### config.mk
export PLATFORM = sky130hd
export DESIGN_NAME = vga_sync_frame_core
export DESIGN_NICKNAME = d
export VERILOG_FILES = /design/src/rtl/vga_sync_frame_core.sv
export SDC_FILE = /design/constraint.sdc
export NUM_CORES = 1
export LEC_CHECK = 0
export ABC_AREA = 0
export ABC_CLOCK_PERIOD_IN_PS = 3100
export BUFFER_PORTS_ARGS = -buffer_cell sky130_fd_sc_hd__buf_2
export CAP_MARGIN = 20
export CORE_MARGIN = 1.5
export CORE_UTILIZATION = 29
export CTS_BUF_LIST = sky130_fd_sc_hd__clkbuf_2
export CTS_CLUSTER_SIZE = 14
export DETAILED_ROUTE_END_ITERATION = 8
export HOLD_SLACK_MARGIN = 0.06
export PLACE_DENSITY_LB_ADDON = 0.2
export SYNTH_ARGS = -nofsm -noshare
export SYNTH_HDL_FRONTEND = slang
export SYNTH_SLANG_ARGS = --single-unit
### constraint.sdc
create_clock -name clk -period 3.1 [get_ports clk]
set_clock_uncertainty 0.2 [all_clocks]
set_input_delay 0.155 -clock clk [delete_from_list [all_inputs] [get_ports clk]]
set_output_delay 0.155 -clock clk [all_outputs]
set_load 0.1 [all_outputs]
### src/rtl/vga_sync_frame_core.sv
// VGA timing generator and output stage: pixel divider, x/y scan counters, sync/blank
// alignment to the upstream stream latency, plus a frame counter readable over the slot bus.
module vga_sync_frame_core #(
  parameter int unsigned CD       = 12,
  parameter int unsigned HD       = 640,
  parameter int unsigned HF       = 16,
  parameter int unsigned HB       = 48,
  parameter int unsigned HR       = 96,
  parameter int unsigned VD       = 480,
  parameter int unsigned VF       = 10,
  parameter int unsigned VB       = 33,
  parameter int unsigned VR       = 2,
  parameter int unsigned PIX_DIV  = 4,
  parameter int unsigned PIPE_DLY = 2
) (
  input  logic          clk,
  input  logic          reset,
  input  logic          cs,
  input  logic          read,
  input  logic          write,
  input  logic [1:0]    addr,
  input  logic [31:0]   wr_data,
  output logic [31:0]   rd_data,
  input  logic [CD-1:0] si_rgb,
  output logic [10:0]   x,
  output logic [10:0]   y,
  output logic          p_tick,
  output logic          frame_start,
  output logic          hsync,
  output logic          vsync,
  output logic [CD-1:0] rgb
);

  localparam int unsigned HT = HD + HF + HB + HR;
  localparam int unsigned VT = VD + VF + VB + VR;
  localparam int unsigned DW = $clog2(PIX_DIV);
  localparam int unsigned SW = PIPE_DLY + 1;

  localparam logic [DW-1:0] DivMax  = DW'(PIX_DIV - 1);
  localparam logic [10:0]   XMax    = 11'(HT - 1);
  localparam logic [10:0]   YMax    = 11'(VT - 1);
  localparam logic [10:0]   XDisp   = 11'(HD);
  localparam logic [10:0]   YDisp   = 11'(VD);
  localparam logic [10:0]   HsStart = 11'(HD + HF);
  localparam logic [10:0]   HsEnd   = 11'(HD + HF + HR - 1);
  localparam logic [10:0]   VsStart = 11'(VD + VF);
  localparam logic [10:0]   VsEnd   = 11'(VD + VF + VR - 1);

  logic [DW-1:0] div_q, div_d;
  logic [10:0]   x_q, x_d, y_q, y_d;
  logic [SW-1:0] hs_q, hs_d, vs_q, vs_d;
  logic [CD-1:0] rgb_q, rgb_d;
  logic [31:0]   fc_q, fc_d;
  logic          tick;
  logic          last_pix;
  logic          video_on_raw, hs_raw, vs_raw;
  logic          video_on_dly;
  logic          vblank;
  logic          clr;

  // Bus inputs that carry no information for this slot.
  logic unused_inputs;
  assign unused_inputs = ^{read, wr_data};

  // Pixel clock divider
  always_comb begin
    div_d = div_q + 1'b1;
    if (div_q == DivMax) begin
      div_d = '0;
    end
  end

  assign tick     = (div_q == DivMax);
  assign last_pix = (x_q == XMax) && (y_q == YMax);

  // Scan counters
  always_comb begin
    x_d = x_q;
    y_d = y_q;
    if (tick) begin
      if (x_q == XMax) begin
        x_d = '0;
        y_d = (y_q == YMax) ? 11'd0 : y_q + 11'd1;
      end else begin
        x_d = x_q + 11'd1;
      end
    end
  end

  assign video_on_raw = (x_q < XDisp) && (y_q < YDisp);
  assign hs_raw       = !((x_q >= HsStart) && (x_q <= HsEnd));
  assign vs_raw       = !((y_q >= VsStart) && (y_q <= VsEnd));
  assign vblank       = (y_q >= YDisp);

  // Blanking delay matches the upstream stream latency; the rgb register adds one more.
  if (PIPE_DLY == 0) begin : g_no_dly
    assign video_on_dly = video_on_raw;
  end else begin : g_dly
    logic [PIPE_DLY-1:0] von_q, von_d;

    always_comb begin
      von_d[0] = video_on_raw;
      for (int i = 1; i < PIPE_DLY; i++) begin
        von_d[i] = von_q[i-1];
      end
    end

    always_ff @(posedge clk or negedge reset) begin
      if (!reset) begin
        von_q <= '0;
      end else begin
        von_q <= von_d;
      end
    end

    assign video_on_dly = von_q[PIPE_DLY-1];
  end

  // Sync delay is one stage longer so it lines up with the registered rgb.
  always_comb begin
    hs_d[0] = hs_raw;
    vs_d[0] = vs_raw;
    for (int i = 1; i < SW; i++) begin
      hs_d[i] = hs_q[i-1];
      vs_d[i] = vs_q[i-1];
    end
  end

  assign rgb_d = video_on_dly ? si_rgb : '0;

  // Frame counter; a software clear takes priority over a coincident frame start.
  assign clr = cs && write && (addr == 2'd0);

  always_comb begin
    fc_d = fc_q;
    if (clr) begin
      fc_d = '0;
    end else if (tick && last_pix) begin
      fc_d = fc_q + 32'd1;
    end
  end

  always_ff @(posedge clk or negedge reset) begin
    if (!reset) begin
      div_q <= '0;
      x_q   <= '0;
      y_q   <= '0;
      hs_q  <= '1;
      vs_q  <= '1;
      rgb_q <= '0;
      fc_q  <= '0;
    end else begin
      div_q <= div_d;
      x_q   <= x_d;
      y_q   <= y_d;
      hs_q  <= hs_d;
      vs_q  <= vs_d;
      rgb_q <= rgb_d;
      fc_q  <= fc_d;
    end
  end

  always_comb begin
    rd_data = '0;
    unique case (addr)
      2'd0:    rd_data = fc_q;
      2'd1:    rd_data = {20'b0, vblank, y_q};
      2'd2:    rd_data = {21'b0, x_q};
      default: rd_data = '0;
    endcase
  end

  assign x           = x_q;
  assign y           = y_q;
  assign p_tick      = tick;
  assign frame_start = tick && last_pix;
  assign hsync       = hs_q[SW-1];
  assign vsync       = vs_q[SW-1];
  assign rgb         = rgb_q;

endmodule

==> results.py, run 1 <==
metrics = {
    "cells_and_area": {
        "fillers": 1372,
        "diodes": 0,
        "area_delta_synth_final_pct": 24.1,
        "nets": 584,
        "finish.instance_area_sq_um": 5020,
        "utilization_pct": 37.3,
        "drive_gt1_share_pct": 25.8,
    },
    "min_path": {
        "hp-class": "in2reg",
        "hold_start": "si_rgb[5]",
    },
    "cts": {
        "post-cts-setup-buffers": 0,
        "clk_pin_slew_ns": 0.22,
        "root_buffer": "clkbuf_2",
        "holdBufCountCts": 18,
        "cts_sinks": 76,
        "tritoncts": "yes",
        "htreeDepth": 3,
        "cts_buffers": 9,
        "cts_buffer_depth": 2,
        "clock_latency_ns": 0.56,
        "cts_resized": 0,
    },
    "placement": {
        "placed_cell_area_sq_um": 4700,
        "routabilityCongestion": 0.829,
        "numPortBuffers": 87,
        "place_hpwl_um": 7790,
    },
    "pwr": {
        "switching_share_pct": 30.1,
        "intPower_mw": 1.35,
        "leakagePower_nw": 2.28,
        "seqPwrFrac_pct": 54.6,
        "clockPowerShare_pct": 32.4,
        "pwr_density_cell_nw_per_um2": 384,
        "p_switching_uw": 580,
        "peakVddDrop_mv": 0.202,
        "power_frac_comb_pct": 13.0,
    },
    "route": {
        "routedWlPerCell_um": 15.6,
        "route.detailed.drc": 0,
        "viasPerCell": 4.95,
        "vias": 3505,
        "first_pass_iters": 4,
        "antenna_left": 0,
        "drt_iter0_markers": 197,
        "drt-total-wl_um": 11000,
    },
    "die": {
        "die_h_um": 121,
        "die-area_sq_um": 14700,
        "rows": 42,
        "io_pins": 121,
        "die_w_um": 121,
        "start_util_pct": 30.1,
        "coreArea_sq_um": 13500,
    },
    "synth": {
        "synth_seq_cells": 76,
        "ys_types": 49,
        "avgSynthCellArea_sq_um": 9.59,
        "async_flop_share_pct": 100,
        "netlist_instances": 422,
        "synth_edf_count": 0,
        "ys_seq_area_share_pct": 47.2,
        "netlist_area_sq_um": 4050,
        "synth_flop_cell": "dfrtp_1",
        "syn-num-nets": 479,
        "yosysWarnings": 0,
    },
    "global_route": {
        "grt.overflow.total": 0,
        "grtUsageTotal_pct": 15.8,
        "antenna_found_initial": 0,
        "grt_max_degree": 70,
        "grt_pass1_vias": 3317,
        "grt_pass1_wl_um": 17700,
    },
    "timing": {
        "slew_headroom_pct": 40.8,
        "hold_violations": 0,
        "setup_viol": 0,
        "min_period_over_period_pct": 91.3,
        "tightestPinTransition_ns": 0.888,
        "rsz0062_at_grt": "no",
        "min_period_ns": 2.83,
        "finalMaxSlewViolations": 0,
        "fmaxAchievable_mhz": 353,
    },
    "flow_run": {
        "cap_violations": 0,
    },
    "setup_path": {
        "crit_path_max_fanout": 13,
        "start_kind": "register",
        "crit_required_ns": 2.74,
        "r2r-start": "y[0]",
        "cp-end-kind": "primary output",
        "path_class": "reg2out",
        "arrival_ns": 2.47,
        "crit_start": "y[0]",
    },
    "outcome": {
        "outcome": "completed",
    },
}
==> cells in the mapped netlist, types with 2 or more instances <==
cell,number,area share [%]
dfrtp_1,70,43
o21ai_0,35,4.3
nand2_1,34,3.2
and2_1,33,5.1
nor2_1,26,2.4
a21oi_1,23,2.8
nand3_1,22,2.7
xnor2_1,17,3.7
clkbuf_1,14,1.3
nand4_1,14,2.2
or3_1,13,2.0
mux2i_1,12,3.0
and3_1,11,1.7
nor3_1,9,1.1
nor4_1,9,1.4
inv_1,8,0.74
xor2_1,8,1.7
and4_1,6,1.3
dfstp_2,6,3.9
ha_1,6,1.9
o31ai_1,5,0.93
or4_1,4,0.74
buf_4,3,0.56
and4bb_2,2,0.62
buf_1,2,0.19
buf_2,2,0.25
nand2b_1,2,0.31
nand4_2,2,0.62
nand4_4,2,1.1
o21a_1,2,0.37
o22ai_1,2,0.31
==> placed cells by master, fill, tap and decap left out, types with 8 or more instances in the layout <==
master,synthesis,layout
buf_2,2,86
dfrtp_1,70,70
nand2_1,34,34
and2_1,33,33
nor2_1,26,25
o21ai_0,35,24
a21oi_1,23,23
nand3_1,22,22
dlygate4sd3_1,0,18
xnor2_1,17,17
nand4_1,14,14
or3_1,13,13
mux2i_1,12,12
buf_4,3,12
o21ai_1,0,11
and3_1,11,11
nor4_1,9,9
clkbuf_2,0,9
inv_1,8,8
xor2_1,8,8
==> kinds of logic (layout without fill, tap and decap cells) <==
logic type,Yosys count,after routing,synth area share [%]
AND/OR/NAND/NOR,201,201,29.5
flip-flops,76,76,47.2
AO/OA/AOI/OAI,72,72,9.74
buffers and inverters,30,140,3.31
XOR/XNOR,25,25,5.41
multiplexers,12,12,2.97
adder cells (fa/ha/maj),6,6,1.86
==> routing by layer <==
layer  vias up  share of wire, %  global-route usage [%]
li1       1727                 -                       -
met1      1679                47                    21.4
met2        90                47                    24.8
met3         9               4.4                    3.85
met4         0               1.2                    5.29
met5         -                 0                       0
==> registers in the layout, indices dropped and copies added (netlist names) <==
| register | flops |
|---|---|
| fc_q | 32 |
| rgb | 12 |
| x | 11 |
| y | 11 |
| hs_q | 3 |
| vs_q | 3 |
| div_q | 2 |
| g_dly.von_q | 2 |
==> power by group through the flow <==
stage | clock network (mW) | logic [mW] | registers (mW)
floorplan | 0 | 0.113 | 1.12
global placement | 0 | 0.233 | 1.07
detailed placement | 0 | 0.236 | 1.07
CTS | 0.663 | 0.253 | 1.05
global route | 0.712 | 0.267 | 1.06
finish | 0.625 | 0.250 | 1.05
==> worst paths after layout <==
kind                            slack (ns)     endpoint  depth (start not counted)
worst max-delay path                  0.27  frame_start                          7
worst min-delay path                  0.14       rgb[5]                          3
worst max register to register        0.34     fc_q[28]                          7
worst min register to register        0.17      hs_q[2]                          0
max in group asynchronous             0.77     fc_q[29]                          4
min in group asynchronous             0.58         x[6]                          3
==> metrics by stage <==
stage          total power [mW]  hold slack, ns  worst slack [ns]  TNS (ns)  cells
5_1_grt                    2.04          0.0653            0.0459         0    708
3_3_place_gp               1.30           0.137             0.452         0    674
2_1_floorplan              1.23          -0.341            -0.279    -0.279    422
3_5_place_dp               1.30           0.140             0.363         0    674
6_report                   1.93           0.139             0.270         0    708
4_1_cts                    1.97          0.0664             0.170         0    708
==> layout make-up <==
| cell class | count | area [sq um] | share of cell area [%] |
|---|---|---|---|
| tap | 176 | 220 | 4.39 |
| inverter | 8 | 30.0 | 0.598 |
| clock buffer | 9 | 45.0 | 0.897 |
| multi-input combinational | 316 | 2020 | 40.3 |
| clock inverter | 7 | 91.3 | 1.82 |
| sequential | 76 | 1910 | 38.0 |
| timing repair buffer | 116 | 701 | 14.0 |
==> critical path: stages (launching register included) <==
cell,delay [ns]
dfrtp_1,0.52
inv_1,0.12
ha_1,0.14
and4bb_2,0.23
nand3_1,0.13
buf_4,0.22
nor2_2,0.11
buf_2,0.44
Power figures use the tool's default switching activity.
==> run 2: changes to the inputs <==
--- a/config.mk
+++ b/config.mk
@@ -5,7 +5,7 @@
 export SDC_FILE = /design/constraint.sdc
 export NUM_CORES = 1
 export LEC_CHECK = 0
-export ABC_AREA = 0
+export ABC_AREA = 1
 export ABC_CLOCK_PERIOD_IN_PS = 3100
 export BUFFER_PORTS_ARGS = -buffer_cell sky130_fd_sc_hd__buf_2
 export CAP_MARGIN = 20
==> run 2 against run 1 <==
Net effect:
- fmax fell by 3.8%
- worst hold slack got worse by 0.0036 ns
- cell area rose by 8.4%
- non-clock buffer count did not move
- global-route usage rose by 1.2 points
- sequential cell count did not move
- sequential power fell by 4%
- synthesized cell count rose by 46%
- critical endpoint unchanged
==> results.py, run 2 <==
metrics = {
    "outcome": {
        "outcome": "completed",
    },
    "timing": {
        "fmaxAchievable_mhz": 340,
        "fin_tns_setup_ns": 0,
        "rsz0062_at_grt": "no",
        "min_period_over_period_pct": 94.9,
        "min_period_ns": 2.94,
        "finalMaxSlewViolations": 0,
        "tightestPinTransition_ns": 0.982,
        "slew_headroom_pct": 34.4,
        "setup_viol": 0,
        "hold_violations": 0,
    },
    "synth": {
        "synth_seq_cells": 76,
        "synth_top_cell_by_area": "dfrtp_1",
        "synth_flop_cell": "dfrtp_1",
        "ys_types": 35,
        "ys_seq_area_share_pct": 43.3,
        "yosysMostFrequentCell": "nand2_1",
        "netlist_top_cells_area": "dfrtp_1 (40%), nand2_1 (16%), nor2_1 (7.1%)",
        "syn-num-nets": 673,
        "yosysTopAreaCellShare_pct": 39.7,
        "synthTopCellsByCount": "nand2_1 (191), nor2_1 (83), inv_1 (82), dfrtp_1 (70), nand3_1 (45)",
        "synth_edf_count": 0,
        "yosysWarnings": 0,
        "netlist_instances": 616,
        "netlist_area_sq_um": 4410,
        "avgSynthCellArea_sq_um": 7.17,
        "async_flop_share_pct": 100,
    },
    "flow_run": {
        "cap_violations": 0,
    },
    "global_route": {
        "antenna_found_initial": 1,
        "grt_max_degree": 41,
        "grt_pass1_vias": 4185,
        "grt_pass1_wl_um": 21300,
        "grtUsageTotal_pct": 17.0,
        "grt.overflow.total": 0,
    },
    "min_path": {
        "hold_start": "cs",
        "hp-class": "in2reg",
    },
    "route": {
        "antenna_left": 0,
        "route.detailed.drc": 0,
        "viasPerCell": 4.70,
        "drt_iter0_markers": 229,
        "vias": 4326,
        "drt-total-wl_um": 13000,
        "routedWlPerCell_um": 14.1,
        "first_pass_iters": 4,
    },
    "cells_and_area": {
        "drive_gt1_share_pct": 18.0,
        "regMostFlops": "fc_q",
        "nets": 787,
        "area_delta_synth_final_pct": 23.3,
        "finish.instance_area_sq_um": 5440,
        "largest_reg_flops": 32,
        "final_cell_mix": "nand2_1 (191), buf_2 (85), nor2_1 (83), inv_1 (82), dfrtp_1 (70)",
        "layout_commonest_cell": "nand2_1",
    },
    "setup_path": {
        "path_class": "reg2out",
        "r2r-start": "y[0]",
        "cp_slowest_stage_delay_ns": 0.49,
        "start_kind": "register",
        "crit_chain": "inv_1 -> ha_1 -> nand4_1 -> inv_1 -> nand2_1 -> nor2_4 -> buf_4",
        "crit_path_max_fanout": 9,
        "critPathMostFrequentCell": "inv_1",
        "crit_start": "y[0]",
        "slowest_stage": "dfrtp_1",
        "cp-end-kind": "primary output",
        "arrival_ns": 2.59,
        "crit_required_ns": 2.74,
    },
    "cts": {
        "tritoncts": "yes",
        "cts_buffer_depth": 2,
        "cts_sinks": 76,
        "cts_buffers": 9,
        "clk_pin_slew_ns": 0.24,
        "clock_latency_ns": 0.58,
        "htreeDepth": 3,
        "root_buffer": "clkbuf_2",
    },
    "pwr": {
        "leakagePower_nw": 2.67,
        "pwr_density_cell_nw_per_um2": 328,
        "peakVddDrop_mv": 0.146,
    },
    "die": {
        "rows": 44,
        "die_w_um": 126,
        "coreArea_sq_um": 14700,
        "die_h_um": 126,
        "start_util_pct": 30.0,
        "die-area_sq_um": 16000,
        "io_pins": 121,
    },
    "placement": {
        "place_hpwl_um": 9390,
        "numPortBuffers": 87,
        "routabilityCongestion": 0.861,
        "placed_cell_area_sq_um": 5030,
    },
}
-- run 2: cell count changes in the layout (fill, tap and decap cells not counted), sizes merged, moves of 12 or more --
cell	before	now
nand2	34	193
inv	8	89
nor2	26	92
and2	34	0
nand3	24	46
a21oi	23	6
xnor2	17	0
or3	13	0
mux2i	12	0
-- run 2: logic make-up after synthesis --
group                      synth area share (%)
buffers and inverters                      9.04
xor gates and xnor gates                   3.17
DFF                                        43.3
AOI/OAI and AO/OA                          7.54
adders and majority gates                  1.70
and+or+nand+nor                            35.3
-- run 2: metal layers --
layer / track usage, % / up-vias / share of wire [%] / wire length (um)
met5: 0 / - / 0 / 0
met4: 7.37 / 0 / 2.3 / 300
met3: 2.87 / 18 / 3.9 / 507
met2: 26.6 / 94 / 46 / 5990
met1: 23.2 / 2038 / 48 / 6210
li1: - / 2176 / - / -
-- run 2: final timing paths --
| kind | to | slack [ns] | cells after the start |
|---|---|---|---|
| min | fc_q[30] | 0.14 | 4 |
| max in group asynchronous | y[7] | 1.70 | 4 |
| max reg2reg | fc_q[0] | 0.75 | 9 |
| min reg2reg | vs_q[1] | 0.17 | 0 |
| max | frame_start | 0.16 | 7 |
| min in group asynchronous | fc_q[10] | 0.42 | 3 |
-- run 2: area by class of cell --
type	instances	area (sq um)
antenna	1	2.50
tap	184	230
clock inverter	7	75.1
timing repair buffer	116	743
sequential	76	1910
clock buffer	9	45.0
multi-input combinational	440	2110
inverter	87	327
fill	1580	9260
-- run 2: worst max-delay path, delay by kind of cell, from the launching register on --
kind	cells	cell delay (ns)
flip-flops	1	0.49
AND/OR/NAND/NOR	3	0.66
buffers and inverters	3	0.65
adder cells (fa/ha/maj)	1	0.20
-- run 2: power breakdown --
| part | leakage [nW] | total (mW) | switching, mW | internal (mW) |
|---|---|---|---|---|
| clock network | 0.0666 | 0.590 | 0.400 | 0.190 |
| logic | 1.62 | 0.187 | 0.139 | 0.0487 |
| registers | 0.986 | 1.01 | 0.00616 | 1.00 |
-- run 2: repair_timing --
item,in CTS,in global routing
setup buffers,0,0
endpoints found under the setup margin,1,0
hold buffers,27,0
resized for setup,1,0
endpoints found under the hold margin,88,0
-- run 2: stage by stage --
stage | cells | hold WS, ns | power [mW] | util (%) | setup slack (ns)
floorplan | 616 | -0.341 | 1.13 | - | 0.00764
global placement | 876 | 0.131 | 1.18 | 34.2 | 0.698
detailed placement | 876 | 0.135 | 1.19 | 34.2 | 0.691
CTS | 919 | 0.108 | 1.82 | 37.0 | 0.0973
global route | 920 | 0.161 | 1.87 | 37.0 | 0.0134
finish | 920 | 0.136 | 1.79 | 37.0 | 0.160
==> run 3: changes to the inputs <==
--- a/config.mk
+++ b/config.mk
@@ -6,7 +6,7 @@
 export NUM_CORES = 1
 export LEC_CHECK = 0
 export ABC_AREA = 1
-export ABC_CLOCK_PERIOD_IN_PS = 3100
+export ABC_CLOCK_PERIOD_IN_PS = 3000
 export BUFFER_PORTS_ARGS = -buffer_cell sky130_fd_sc_hd__buf_2
 export CAP_MARGIN = 20
 export CORE_MARGIN = 1.5
@@ -16,6 +16,8 @@
 export DETAILED_ROUTE_END_ITERATION = 8
 export HOLD_SLACK_MARGIN = 0.06
 export PLACE_DENSITY_LB_ADDON = 0.2
+export SETUP_SLACK_MARGIN = 0.05
+export SKIP_CTS_REPAIR_TIMING = 1
 export SYNTH_ARGS = -nofsm -noshare
 export SYNTH_HDL_FRONTEND = slang
 export SYNTH_SLANG_ARGS = --single-unit
==> constraint.sdc (replaced) <==
create_clock -name clk -period 3 [get_ports clk]
set_clock_uncertainty 0.2 [all_clocks]
set_input_delay 0.15 -clock clk [delete_from_list [all_inputs] [get_ports clk]]
set_output_delay 0.15 -clock clk [all_outputs]
set_load 0.1 [all_outputs]
==> run 3 against run 2 <==
Net effect:
- total power down 0.97%
- global-route usage down 0.38 points
- combinational power up 5%
- sequential cell count unchanged
- sequential power about the same
- register-to-register slack worse by 0.19 ns
- first-iteration DRC count down 13%
- cell count up 0.22%
==> results.py, run 3 (synthesized netlist as in run 2, its figures left out) <==
metrics = {
    "die": {
        "rows": 44,
        "io_pins": 121,
        "die_w_um": 126,
        "coreArea_sq_um": 14700,
        "die_h_um": 126,
        "die-area_sq_um": 16000,
        "start_util_pct": 30.0,
    },
    "pwr": {
        "totalPowerFinal_mw": 1.77,
        "intPower_mw": 1.21,
        "switching_share_pct": 31.8,
        "p_switching_uw": 564,
        "clockPowerShare_pct": 30.0,
        "pwr_density_cell_nw_per_um2": 323,
        "power_frac_comb_pct": 11.1,
        "peakVddDrop_mv": 0.126,
        "leakagePower_nw": 2.69,
        "seqPwrFrac_pct": 59.0,
    },
    "cells_and_area": {
        "layout_commonest_cell": "nand2_1",
        "area_delta_synth_final_pct": 24.3,
        "fin_cells": 922,
        "nets": 790,
        "finish.instance_area_sq_um": 5490,
        "drive_gt1_share_pct": 20.2,
        "final_cell_mix": "nand2_1 (191), buf_2 (85), nor2_1 (83), inv_1 (82), dfrtp_1 (69)",
        "regMostFlops": "fc_q",
        "diodes": 0,
        "largest_reg_flops": 32,
        "utilization_pct": 37.3,
    },
    "timing": {
        "hold_violations": 0,
        "tightestPinTransition_ns": 0.665,
        "min_period_ns": 2.68,
        "fin_tns_setup_ns": 0,
        "fmaxAchievable_mhz": 373,
        "setup_viol": 0,
        "rsz0062_at_grt": "no",
        "finalMaxSlewViolations": 0,
        "min_period_over_period_pct": 89.3,
        "worst_slack_ns": 0.322,
        "slew_headroom_pct": 55.5,
        "whs_ns": 0.0855,
    },
    "setup_path": {
        "crit_required_ns": 2.65,
        "crit_buf_inv": 3,
        "path_class": "reg2out",
        "crit_family": "buffers and inverters",
        "cp_slowest_stage_delay_ns": 0.49,
        "slowest_stage": "dfrtp_1",
        "crit_chain": "inv_1 -> ha_1 -> nand4_1 -> inv_1 -> nand2_1 -> nor2_4 -> buf_6",
        "start_kind": "register",
        "cp-end-kind": "primary output",
        "critPathMostFrequentCell": "inv_1",
        "arrival_ns": 2.33,
        "crit_path_max_fanout": 6,
    },
    "route": {
        "antenna_left": 0,
        "route.detailed.drc": 0,
        "drt-total-wl_um": 13300,
        "vias": 4443,
        "routedWlPerCell_um": 14.5,
        "drt_iter0_markers": 199,
        "first_pass_iters": 5,
        "viasPerCell": 4.82,
    },
    "placement": {
        "place_hpwl_um": 9840,
        "routabilityCongestion": 0.888,
        "preCtsSetupSlack_ns": 0.626,
        "placed_cell_area_sq_um": 5120,
        "placedCellCount": 881,
        "numPortBuffers": 87,
    },
    "cts": {
        "cts_buffers": 9,
        "root_buffer": "clkbuf_2",
        "htreeDepth": 3,
        "clk_pin_slew_ns": 0.24,
        "clock_latency_ns": 0.58,
        "cts_buffer_depth": 2,
        "tritoncts": "yes",
        "cts_sinks": 76,
    },
    "global_route": {
        "antenna_found_initial": 0,
        "grtUsageTotal_pct": 16.6,
        "grt.overflow.total": 0,
        "grt_pass1_vias": 4139,
        "grt_pass1_wl_um": 20800,
        "grt_max_degree": 54,
    },
    "outcome": {
        "outcome": "completed",
    },
    "min_path": {
        "hp-class": "in2reg",
    },
    "flow_run": {
        "cap_violations": 0,
    },
}
[run 3: routing by layer]
layer	GRT usage, %	part of all wire, %	vias up
li1	-	-	2183
met1	23.0	47	2138
met2	26.1	46	107
met3	2.70	4.4	15
met4	6.29	2.0	0
met5	0	0	-
[run 3: power by group through the flow]
stage / combinational, mW / sequential, mW / clock [mW]
final: 0.196 / 1.04 / 0.531
after CTS: 0.170 / 1.04 / 0.562
after global placement: 0.169 / 1.06 / 0
after floorplan: 0.0510 / 1.12 / 0
after detailed placement: 0.170 / 1.06 / 0
after global routing: 0.210 / 1.05 / 0.593
[run 3: worst paths after layout]
kind | from | to | slack [ns] | cells past startpoint
worst max-delay path | y[0] | frame_start | 0.32 | 7
max in group asynchronous | reset | fc_q[12] | 1.84 | 4
min in group asynchronous | reset | hs_q[0] | 0.47 | 3
worst min-delay path | si_rgb[0] | rgb[0] | 0.09 | 4
worst min register to register | hs_q[1] | hs_q[2] | 0.17 | 0
worst max register to register | y[0] | fc_q[27] | 0.56 | 10
[run 3: layout make-up]
type                    instances  area [sq um]
inverters                      87           327
clock buffers                  10          50.0
fillers                      1551          9210
flip-flops and latches         76          1910
repair buffers                119           759
well taps                     184           230
clock inverters                 6          50.0
multi-input cells             440          2160
[run 3: worst reg2reg max path: cells and delay by family (launching register included)]
kind	cells	cell delay (ns)
buf+inv	3	0.36
simple gates	6	1.09
fa+ha+maj	1	0.23
flops	1	0.49
